**config.mk**
```make
export PLATFORM = sky130hd
export DESIGN_NAME = mem_wb_stage
export DESIGN_NICKNAME = d
export VERILOG_FILES = /design/src/rtl/mem_wb_stage_pkg.sv /design/src/rtl/mem_wb_stage_load_ext.sv /design/src/rtl/mem_wb_stage.sv
export SDC_FILE = /design/constraint.sdc
export NUM_CORES = 1
export LEC_CHECK = 0
export BUFFER_PORTS_ARGS = -buffer_cell sky130_fd_sc_hd__buf_2
export CORE_MARGIN = 10
export CORE_UTILIZATION = 30
export CTS_BUF_LIST = sky130_fd_sc_hd__clkbuf_8 sky130_fd_sc_hd__clkbuf_16
export DETAILED_ROUTE_END_ITERATION = 7
export GPL_ROUTABILITY_DRIVEN = 0
export MAX_ROUTING_LAYER = met4
export SLEW_MARGIN = 15
export SYNTH_ARGS = -nofsm -noshare
export SYNTH_HDL_FRONTEND = slang
export SYNTH_SLANG_ARGS = --single-unit
```
**constraint.sdc**
```tcl
create_clock -name i_clk -period 10.4 [get_ports i_clk]
set_input_delay 1.56 -clock i_clk [delete_from_list [all_inputs] [get_ports i_clk]]
set_output_delay 1.56 -clock i_clk [all_outputs]
set_load 0.05 [all_outputs]
```
**src/rtl/mem_wb_stage_pkg.sv**
```systemverilog
// Shared pipeline definitions: datapath widths and load size/sign codes
// decoded in ID, carried through EX/MEM and consumed by the WB load extractor.
package mem_wb_stage_pkg;

   localparam int INST_SZ = 32;
   localparam int REG_SZ  = 5;
   localparam int CNT_SZ  = 32;

   // bhw[2] = unsigned, bhw[1:0] = size (00 byte, 01 half, 11 word)
   localparam logic [2:0] BHW_LB  = 3'b000;
   localparam logic [2:0] BHW_LH  = 3'b001;
   localparam logic [2:0] BHW_LW  = 3'b011;
   localparam logic [2:0] BHW_LBU = 3'b100;
   localparam logic [2:0] BHW_LHU = 3'b101;

   function automatic logic is_half_load(input logic [2:0] bhw);
      return (bhw == BHW_LH) || (bhw == BHW_LHU);
   endfunction

endpackage

```
**src/rtl/mem_wb_stage_load_ext.sv**
```systemverilog
// Combinational load extractor: selects the addressed byte/half of a little-endian
// word, sign/zero extends it, and flags misaligned half/word accesses.
module mem_wb_stage_load_ext
   import mem_wb_stage_pkg::*;
#(
   parameter int W = INST_SZ
) (
   input  logic [W-1:0] word,
   input  logic [1:0]   offset,
   input  logic [2:0]   bhw,
   output logic [W-1:0] data,
   output logic         misaligned
);

   logic [7:0]  byte_lane [4];
   logic [15:0] half_lane [2];
   logic [7:0]  byte_sel;
   logic [15:0] half_sel;

   genvar gi;
   generate
      for (gi = 0; gi < 4; gi++) begin : g_byte
         assign byte_lane[gi] = word[gi*8 +: 8];
      end
      for (gi = 0; gi < 2; gi++) begin : g_half
         assign half_lane[gi] = word[gi*16 +: 16];
      end
   endgenerate

   assign byte_sel = byte_lane[offset];
   // A misaligned half still returns the half chosen by offset[1]
   assign half_sel = half_lane[offset[1]];

   always_comb begin
      data       = word;
      misaligned = 1'b0;
      case (bhw)
         BHW_LB:  data = {{(W-8){byte_sel[7]}}, byte_sel};
         BHW_LBU: data = {{(W-8){1'b0}}, byte_sel};
         BHW_LH:  data = {{(W-16){half_sel[15]}}, half_sel};
         BHW_LHU: data = {{(W-16){1'b0}}, half_sel};
         default: data = word;
      endcase
      if (is_half_load(bhw)) begin
         misaligned = offset[0];
      end else if (bhw == BHW_LW) begin
         misaligned = (offset != 2'b00);
      end
   end

endmodule

```
**src/rtl/mem_wb_stage.sv**
```systemverilog
// MEM/WB pipeline register with WB-side load extraction, register-file write
// qualification, sticky halt and a retired-instruction counter for the debugger.
module mem_wb_stage
   import mem_wb_stage_pkg::*;
#(
   parameter int INST_SZ = mem_wb_stage_pkg::INST_SZ,
   parameter int REG_SZ  = mem_wb_stage_pkg::REG_SZ,
   parameter int CNT_SZ  = mem_wb_stage_pkg::CNT_SZ
) (
   input  logic               i_clk,
   input  logic               i_reset,
   input  logic               i_enable,
   input  logic               i_flush,
   input  logic [INST_SZ-1:0] i_alu_result_M,
   input  logic [INST_SZ-1:0] i_read_data_M,
   input  logic [REG_SZ-1:0]  i_write_reg_M,
   input  logic               i_reg_write_M,
   input  logic               i_mem_to_reg_M,
   input  logic [2:0]         i_bhw_M,
   input  logic               i_halt_M,
   output logic [INST_SZ-1:0] o_write_data_W,
   output logic [REG_SZ-1:0]  o_write_reg_W,
   output logic               o_reg_write_W,
   output logic               o_halt_W,
   output logic               o_misaligned_W,
   output logic [CNT_SZ-1:0]  o_retired_W
);

   logic [INST_SZ-1:0] alu_result_reg;
   logic [INST_SZ-1:0] read_data_reg;
   logic [REG_SZ-1:0]  write_reg_reg;
   logic               reg_write_reg;
   logic               mem_to_reg_reg;
   logic [2:0]         bhw_reg;
   logic               halt_instr_reg;
   logic               valid_reg;
   logic               halt_reg;
   logic               stop_reg;
   logic [CNT_SZ-1:0]  retired_reg;

   logic [INST_SZ-1:0] load_data;
   logic               load_misaligned;

   always_ff @(posedge i_clk or posedge i_reset) begin
      if (i_reset) begin
         alu_result_reg <= '0;
         read_data_reg  <= '0;
         write_reg_reg  <= '0;
         reg_write_reg  <= 1'b0;
         mem_to_reg_reg <= 1'b0;
         bhw_reg        <= '0;
         halt_instr_reg <= 1'b0;
         valid_reg      <= 1'b0;
      end else if (i_enable) begin
         if (i_flush) begin
            alu_result_reg <= '0;
            read_data_reg  <= '0;
            write_reg_reg  <= '0;
            reg_write_reg  <= 1'b0;
            mem_to_reg_reg <= 1'b0;
            bhw_reg        <= '0;
            halt_instr_reg <= 1'b0;
            valid_reg      <= 1'b0;
         end else begin
            alu_result_reg <= i_alu_result_M;
            read_data_reg  <= i_read_data_M;
            write_reg_reg  <= i_write_reg_M;
            reg_write_reg  <= i_reg_write_M;
            mem_to_reg_reg <= i_mem_to_reg_M;
            bhw_reg        <= i_bhw_M;
            halt_instr_reg <= i_halt_M;
            valid_reg      <= 1'b1;
         end
      end
   end

   // Halt is sticky; the counter stops once the HALT itself has retired from WB
   always_ff @(posedge i_clk or posedge i_reset) begin
      if (i_reset) begin
         halt_reg    <= 1'b0;
         stop_reg    <= 1'b0;
         retired_reg <= '0;
      end else if (i_enable) begin
         if (!i_flush && i_halt_M) begin
            halt_reg <= 1'b1;
         end
         if (valid_reg && !stop_reg) begin
            retired_reg <= retired_reg + 1'b1;
            if (halt_instr_reg) begin
               stop_reg <= 1'b1;
            end
         end
      end
   end

   mem_wb_stage_load_ext #(
      .W (INST_SZ)
   ) u_load_ext (
      .word       (read_data_reg),
      .offset     (alu_result_reg[1:0]),
      .bhw        (bhw_reg),
      .data       (load_data),
      .misaligned (load_misaligned)
   );

   assign o_write_data_W = mem_to_reg_reg ? load_data : alu_result_reg;
   assign o_write_reg_W  = write_reg_reg;
   assign o_reg_write_W  = reg_write_reg && valid_reg && (write_reg_reg != '0) && !halt_reg;
   assign o_halt_W       = halt_reg;
   assign o_misaligned_W = load_misaligned && mem_to_reg_reg && valid_reg;
   assign o_retired_W    = retired_reg;

endmodule

```
* Word-level counts from Yosys, hierarchy flattened
Index checks and enable logic that the tools add are counted.
Storage, ports and cells: flip-flop bits (word level) 110, input port bits 79, output and inout port bits 72, logic and storage cells 55
Operators by class: add/subtract/negate cells 1, order comparisons 2, equality and inequality tests 4, multiplexer cells 18, bitwise logic cells 2, reduce and logical (&&, ||, !) cells 17
Operators with widths (number):
- one-hot mux 32 bit (4 select lines) | 1
- two-way mux 32 bit | 3
- two-way mux 16 bit | 3
- adder 32 x 1 -> 32 bit (second input constant) | 1
- binary-select mux 8 bit (select 2 bit) | 1
- two-way mux 8 bit | 2
- logical AND 1 bit | 7
- equality test 3 bit (second input constant) | 2
- two-way mux 1 bit | 6
- two-way mux 5 bit | 1
- nonzero test 5 bit | 1
- AND reduction 2 bit | 2
- equality test 3 x 1 -> 1 bit (second input constant) | 1
- equality test 3 x 2 -> 1 bit (second input constant) | 1
- >= comparator 3 bit (second input constant) | 1
- zero test 1 bit | 3
- zero test 3 bit | 1
- two-way mux 3 bit | 1
- inverter 2 -> 3 bit | 1
- AND reduction 3 bit | 1
- >= comparator 2 bit (second input constant) | 1
- inverter 1 -> 2 bit | 1
- nonzero test 2 bit | 1
- logical OR 1 bit | 1

* Logic depth before layout (Yosys ltp)
Gate-level depths: netlist of the first run.
depth in word-level cells 6, mapped depth 7, gate-level depth less buffers 5

* By module
A second synthesis of the first run with hierarchy kept.
Second synthesis, totals: cell total of the unflattened synthesis 473, area, all modules 5471.5 sq um
By module, submodules not included:
- mem_wb_stage | instances 1, cells each 344, area an instance 4578.1 sq um, sequential area each 2752.6 sq um
- mem_wb_stage_load_ext | instances 1, cells each 129, area an instance 893.4 sq um, sequential area each 0.0 sq um

* Least setup slack after synthesis of the first run
No wires, ideal clock.
kind flip-flop to output port, start register alu_result_reg[1], end output port o_misaligned_W, arrival 2051 ps, required time 8840 ps, setup slack 6789 ps, stages on the path, launching flop included 5, path buffers 2, cell sequence dfrtp_1 -> buf_2 -> buf_2 -> a21oi_1 -> a211oi_1
On the way: word-level cells in the longest chain between the ends 5
Ends and longest elaborated chain:
- from (decl) | line mem_wb_stage.sv:29 | logic [INST_SZ-1:0] alu_result_reg;
- from (signal assigned) | line mem_wb_stage.sv:65 | alu_result_reg <= i_alu_result_M;
- nonzero test 2 bit | line mem_wb_stage_load_ext.sv:47 | misaligned = (offset != 2'b00);
- two-way mux 1 bit | line mem_wb_stage_load_ext.sv:46 | end else if (bhw == BHW_LW) begin
- two-way mux 1 bit | line mem_wb_stage_load_ext.sv:44 | if (is_half_load(bhw)) begin
- logical AND 1 bit (2 in a row) | line mem_wb_stage.sv:110 | assign o_misaligned_W = load_misaligned && mem_to_reg_reg && valid_reg;
- to (decl) | line mem_wb_stage.sv:25 | output logic o_misaligned_W,
Every way passes these cells.

* Worst setup path after layout of the first run
start register alu_result_reg[1], end output port o_write_data_W[17]
On the way: word-level cells in the longest chain between the ends 6, elaborated cells on any way between the ends 10, those cells by class mux: 8; bitwise: 2
Ends and longest elaborated chain:
- inverter 2 -> 3 bit (implied by the code) / inverter 1 -> 2 bit (equally long branches) | line mem_wb_stage_load_ext.sv:30, mem_wb_stage_load_ext.sv:32
- binary-select mux 8 bit (select 2 bit) / two-way mux 16 bit (equally long branches) | line mem_wb_stage_load_ext.sv:30, mem_wb_stage_load_ext.sv:32
- two-way mux 8 bit (implied by the code) / two-way mux 16 bit (equally long branches) (2 in a row) | line mem_wb_stage_load_ext.sv:30, mem_wb_stage_load_ext.sv:32
- one-hot mux 32 bit (4 select lines) * | line mem_wb_stage_load_ext.sv:37 | case (bhw)
- two-way mux 32 bit * | line mem_wb_stage.sv:106 | assign o_write_data_W = mem_to_reg_reg ? load_data : alu_result_reg;
- to (decl) | line mem_wb_stage.sv:21 | output logic [INST_SZ-1:0] o_write_data_W,
Mark *: on every way between the ends. The rest lies on a longest branch, timed or not. The select of a mux whose other input is x is not followed.

==> results_dict.tcl, run 1 <==
set metrics [dict create \
    clkLatencyLatePin_ns 0.35 \
    rr_startpoint "o_retired_W[1]$_DFFE_PP0P_" \
    fin_skew_ns 0.0111 \
    worst_pin_slew_ns 0.958 \
    htreeDepth 3 \
    die_area_mm2 0.0232 \
    grt.total_usage 0.144 \
    finalHoldViolCount 0 \
    final_cell_mix "buf_2 (150), dfrtp_1 (109), a22o_1 (54)" \
    rsz0062_at_grt "false" \
    syn_inst 490 \
    path_clk_slew_ns 0.08 \
    ys_ff_latch 110 \
    final_util 0.375 \
    crit_chain "mux2i_1 > nor3_2 > o21ai_4 > a31oi_1 > buf_2" \
    antenna_found_initial 0 \
    num_antenna_cells 0 \
    pin_count 151 \
    period_needed_ns 4.43 \
    crit_fanout 23 \
    first_pass_iters 5 \
    crit_path_end_kind "primary output" \
    clock-sinks 110 \
    clock.fmax_ghz 0.226 \
    crit_start "alu_result_reg[1]$_DFFE_PP0P_" \
    synthFlopType "dfrtp_1" \
    grt_overflow 0 \
    cts_root_buf "clkbuf_16" \
    power.internal_uw 729 \
    cts_made_buffers 9 \
    vias_per_cell 5.11 \
    swShare 0.343 \
    grt_pass1_vias 4547 \
    yosysWarnings 0 \
    syn-num-nets 570 \
    worstSetupStartpointType "flop" \
    slowest_stage "o21ai_4" \
    die_x_um 152 \
    maxCapViolCount 0 \
    fp-row-count 48 \
    ant_nets 0 \
    async_flop_share 1.00 \
    post-dp-hpwl_mm 12.2 \
    final_common_cell "buf_2" \
    cp_top_family "compound AO/OA/AOI/OAI gates" \
    yosysSeqAreaShare 0.524 \
    numPortBuffers 150 \
    num_vias 4348 \
    leakagePower_uw 0.00306 \
    drtIter0Drc 240 \
    yosysUniqueCellTypes 48 \
    grt_max_degree 64 \
    initial_core_util 0.305 \
    post_cts_resized 0 \
    grt_pass1_wl_mm 26.1 \
    final-max-slew-violation-count 0 \
    ir_worst_vdd_mv 0.101 \
    synth_edf_count 0 \
    tns_ns 0 \
    cts_setup_buffers 0 \
    cpPeakStageDelay_ns 0.80 \
    core_area_mm2 0.0172 \
    slew_headroom 0.359 \
    crit_arrival_ns 2.87 \
    min_from "o_retired_W[31]$_DFFE_PP0P_" \
    crit_type "flop to primary output" \
    pwr-share-comb 0.229 \
    seq_power_share 0.448 \
    hold_class "flop to flop" \
    cts_buffer_depth 2 \
    ctsHoldBuffers 0 \
    fin_nets 701 \
    cts_tree "done" \
    outcome "finished, final reports clean" \
    crit_required_ns 8.84 \
    wirelength_mm 16.5 \
    syn_to_final_growth_pct 23.0 \
    n_fill_cell 1741 \
    die_h_um 152 \
    power_density_mw_per_mm2 171 \
    post_drt_wl_per_cell_um 19.3 \
    finalSetupViolations 0 \
    drive_gt1_frac 0.312 \
    p_switching_uw 380 \
    syn_area_per_cell_um2 10.7 \
    critPathBufInv 1 \
    power_frac_clock 0.323 \
    syn_area_mm2 0.00526 \
    drc_errors 0 \
    fin_crit_sh 0.426 \
]
-- final cells by class --
cell class                 instances  area (µm²)  share of cell area
sequential                       110        2750               0.426
multi-input combinational        322        2250               0.348
timing repair buffer             154         781               0.121
tap                              225         282              0.0435
clock buffer                      10         239              0.0369
inverter                          24        92.6              0.0143
clock inverter                     6        67.6              0.0104
-- metrics by stage --
step	hold WS (ns)	cell area [µm²]	setup WS, ns	std cells	power (µW)
2_1_floorplan	0.447	5260	5.94	490	684
3_3_place_gp	0.458	6160	6.47	835	755
3_5_place_dp	0.462	6160	6.31	835	761
4_1_cts	0.473	6470	5.91	851	1130
5_1_grt	0.509	6470	5.75	851	1170
6_report	0.472	6470	5.97	851	1110
-- synth_stat cells (2+ instances only) --
cell / count / area (µm²)
nor2_1: 28 / 105
a22o_1: 54 / 473
and2_1: 3 / 18.8
o22ai_1: 8 / 50.1
xor2_1: 4 / 35.0
inv_1: 24 / 90.1
o21ai_0: 37 / 185
a31oi_1: 7 / 43.8
buf_2: 11 / 55.1
nor3_2: 4 / 40.0
or3_1: 2 / 12.5
clkbuf_1: 18 / 67.6
xnor2_1: 26 / 228
nand2_1: 53 / 199
nand4_1: 13 / 81.3
and4_1: 8 / 70.1
nand3_1: 9 / 45.0
a222oi_1: 6 / 60.1
a21oi_1: 16 / 80.1
a211oi_1: 2 / 15.0
buf_1: 2 / 7.51
mux2i_1: 3 / 30.0
a21o_1: 4 / 30.0
and3_1: 6 / 37.5
dfrtp_1: 110 / 2750
a31oi_4: 10 / 213
-- power groups by stage --
stage          registers [µW]  clock network [µW]  logic [µW]
2_1_floorplan             519                   0         165
3_3_place_gp              503                   0         253
3_5_place_dp              505                   0         256
4_1_cts                   496                 373         257
5_1_grt                   502                 392         271
6_report                  496                 359         254
-- metal layers --
layer	part of all wire	GRT usage	wire, µm
met1	0.46	0.181	7550
met2	0.48	0.227	7940
met4	0.011	0.0344	187
met3	0.047	0.0353	781
met5	0	-	0
-- worst register-to-register path: stages (launching register included) --
cell	delay (ns)
dfrtp_1	0.45
ha_1	0.18
nand4b_1	0.20
nor3_2	0.45
and4_1	0.27
xor2_1	0.15
-- final timing paths --
kind	to	cells past startpoint	slack, ns
hold / removal	o_retired_W[31]$_DFFE_PP0P_	1	0.47
min in group asynchronous	o_retired_W[7]$_DFFE_PP0P_	2	1.28
setup reg to reg	o_retired_W[10]$_DFFE_PP0P_	5	8.62
setup / recovery	o_write_data_W[17]	5	5.97
hold reg to reg	o_retired_W[31]$_DFFE_PP0P_	1	0.47
max in group asynchronous	mem_to_reg_reg$_DFFE_PP0P_	3	7.79
-- logic make-up after synthesis --
group / after synthesis / share of synthesized area
flops: 110 / 0.524
xor+xnor: 30 / 0.0500
compound gates: 151 / 0.232
simple gates: 135 / 0.130
mux: 5 / 0.0129
fa+ha+maj: 1 / 0.00238
buf+inv: 58 / 0.0493
Power figures use the tool's default switching activity.
==> run 2: changes to the inputs <==
Clock period 10.4 ns to 4.6 ns, I/O delays scaled along.
==> run 2 against run 1 <==
Combinational power up 130%; die area stayed put; non-clock buffer count rose by 1; register-to-register slack lost 5.8 ns; critical endpoint is now o_write_data_W[31]; clock power rose by 130%; global-route usage up 0.37 points; worst hold slack gained 0.0079 ns; clock skew down 0.0030 ns.
==> results_dict.tcl, run 2 (synthesis results as in run 1) <==
set metrics [dict create \
    finalHoldViolCount 0 \
    period_needed_ns 3.64 \
    pin_count 151 \
    initial_core_util 0.305 \
    rr_startpoint "o_retired_W[0]$_DFFE_PP0P_" \
    syn_to_final_growth_pct 23.5 \
    ant_nets 0 \
    grt_pass1_wl_mm 26.6 \
    grt_pass1_vias 4589 \
    leakagePower_uw 0.00307 \
    ctsHoldBuffers 0 \
    multi_input_area_mm2 0.00225 \
    first_pass_iters 8 \
    crit_start "alu_result_reg[1]$_DFFE_PP0P_" \
    grt.total_usage 0.147 \
    hold_class "flop to flop" \
    clkLatencyLatePin_ns 0.36 \
    die_x_um 152 \
    r2r_cells 5 \
    n_fill_cell 1726 \
    htreeDepth 3 \
    grt-busiest-layer "met2" \
    clock.fmax_ghz 0.275 \
    crit_type "flop to primary output" \
    cts_setup_buffers 0 \
    cts_made_buffers 9 \
    finalSetupViolations 0 \
    tns_ns 0 \
    maxCapViolCount 0 \
    power_density_mw_per_mm2 388 \
    hold-path-endpoint "o_retired_W[31]$_DFFE_PP0P_" \
    die_h_um 152 \
    drtIter0Drc 250 \
    final-max-slew-violation-count 0 \
    vias_per_cell 5.16 \
    whs_ns 0.480 \
    drc_errors 0 \
    fin_nets 702 \
    final_cell_mix "buf_2 (150), dfrtp_1 (109), a22o_1 (54)" \
    grt_util_met1 0.181 \
    rsz0062_at_grt "false" \
    fin_skew_ns 0.00811 \
    wirelength_mm 16.9 \
    die_area_mm2 0.0232 \
    outcome "finished, final reports clean" \
    r2r-end "o_retired_W[10]$_DFFE_PP0P_" \
    antenna_found_initial 3 \
    drive_gt1_frac 0.314 \
    ir_worst_vdd_mv 0.234 \
    worst_pin_slew_ns 0.990 \
    core_area_mm2 0.0172 \
    seqCellArea_mm2 0.00275 \
    path_clk_slew_ns 0.07 \
    crit_required_ns 3.91 \
    final_common_cell "buf_2" \
    crit_arrival_ns 2.95 \
    post-dp-hpwl_mm 12.6 \
    grt_overflow 0 \
    worstSetupStartpointType "flop" \
    clock-sinks 110 \
    num_vias 4414 \
    cts_tree "done" \
    fin_crit_sh 0.791 \
    cts_root_buf "clkbuf_16" \
    numPortBuffers 150 \
    cts_buffer_depth 2 \
    grt_max_degree 80 \
    crit_fanout 23 \
    min_from "o_retired_W[31]$_DFFE_PP0P_" \
    post_cts_resized 0 \
    ff2ff_setup_slack_ns 2.86 \
    fp-row-count 48 \
    met3_usage 0.0392 \
    post_drt_wl_per_cell_um 19.8 \
    crit_path_end_kind "primary output" \
    hold_depth 1 \
    slew_headroom 0.340 \
    grtUsageMet2 0.228 \
]
## run 2: layout make-up
class / count / area share
Timing Repair Buffer: 155 / 0.123
Clock inverter: 6 / 0.0102
Multi-Input combinational cell: 322 / 0.347
Clock buffer: 10 / 0.0368
Antenna cell: 3 / 0.00116
Tap cell: 225 / 0.0433
Sequential cell: 110 / 0.424
Inverter: 24 / 0.0143
## run 2: worst max path at each step
| stage | endpoint | cells past startpoint |
|---|---|---|
| after floorplan | alu_result_reg[0]$_DFFE_PP0P_ | 1 |
| after global placement | o_write_data_W[16] | 5 |
| after detailed placement | o_write_data_W[16] | 5 |
| after CTS | o_write_data_W[31] | 5 |
| after global routing | o_write_data_W[17] | 5 |
| final | o_write_data_W[31] | 5 |
## run 2: power breakdown
group          switching, µW  internal (µW)
combinational            404            172
clock                    377            442
sequential              88.6           1040
## run 2: worst max-delay path, stage by stage (launching register included)
cell	delay [ns]
dfrtp_1	0.79
mux2i_1	0.37
nor3_2	0.11
o21ai_4	0.82
a31oi_1	0.22
buf_2	0.27
## run 2: routing by layer
layer / wire length, µm / up-vias
met2: 8280 / 149
met5: 0 / -
met4: 293 / 0
li1: - / 2045
met3: 964 / 17
met1: 7370 / 2203
## run 2: per-stage QoR
| step | setup slack [ns] | total power [µW] | instance area, µm² | utilization | cells |
|---|---|---|---|---|---|
| after floorplan | 1.01 | 1550 | 5260 | - | 490 |
| after global placement | 1.53 | 1710 | 6180 | 0.359 | 836 |
| after detailed placement | 1.36 | 1730 | 6180 | 0.359 | 836 |
| after CTS | 0.943 | 2550 | 6490 | 0.376 | 852 |
| after global routing | 0.737 | 2650 | 6490 | 0.377 | 855 |
| final | 0.960 | 2520 | 6490 | 0.377 | 855 |
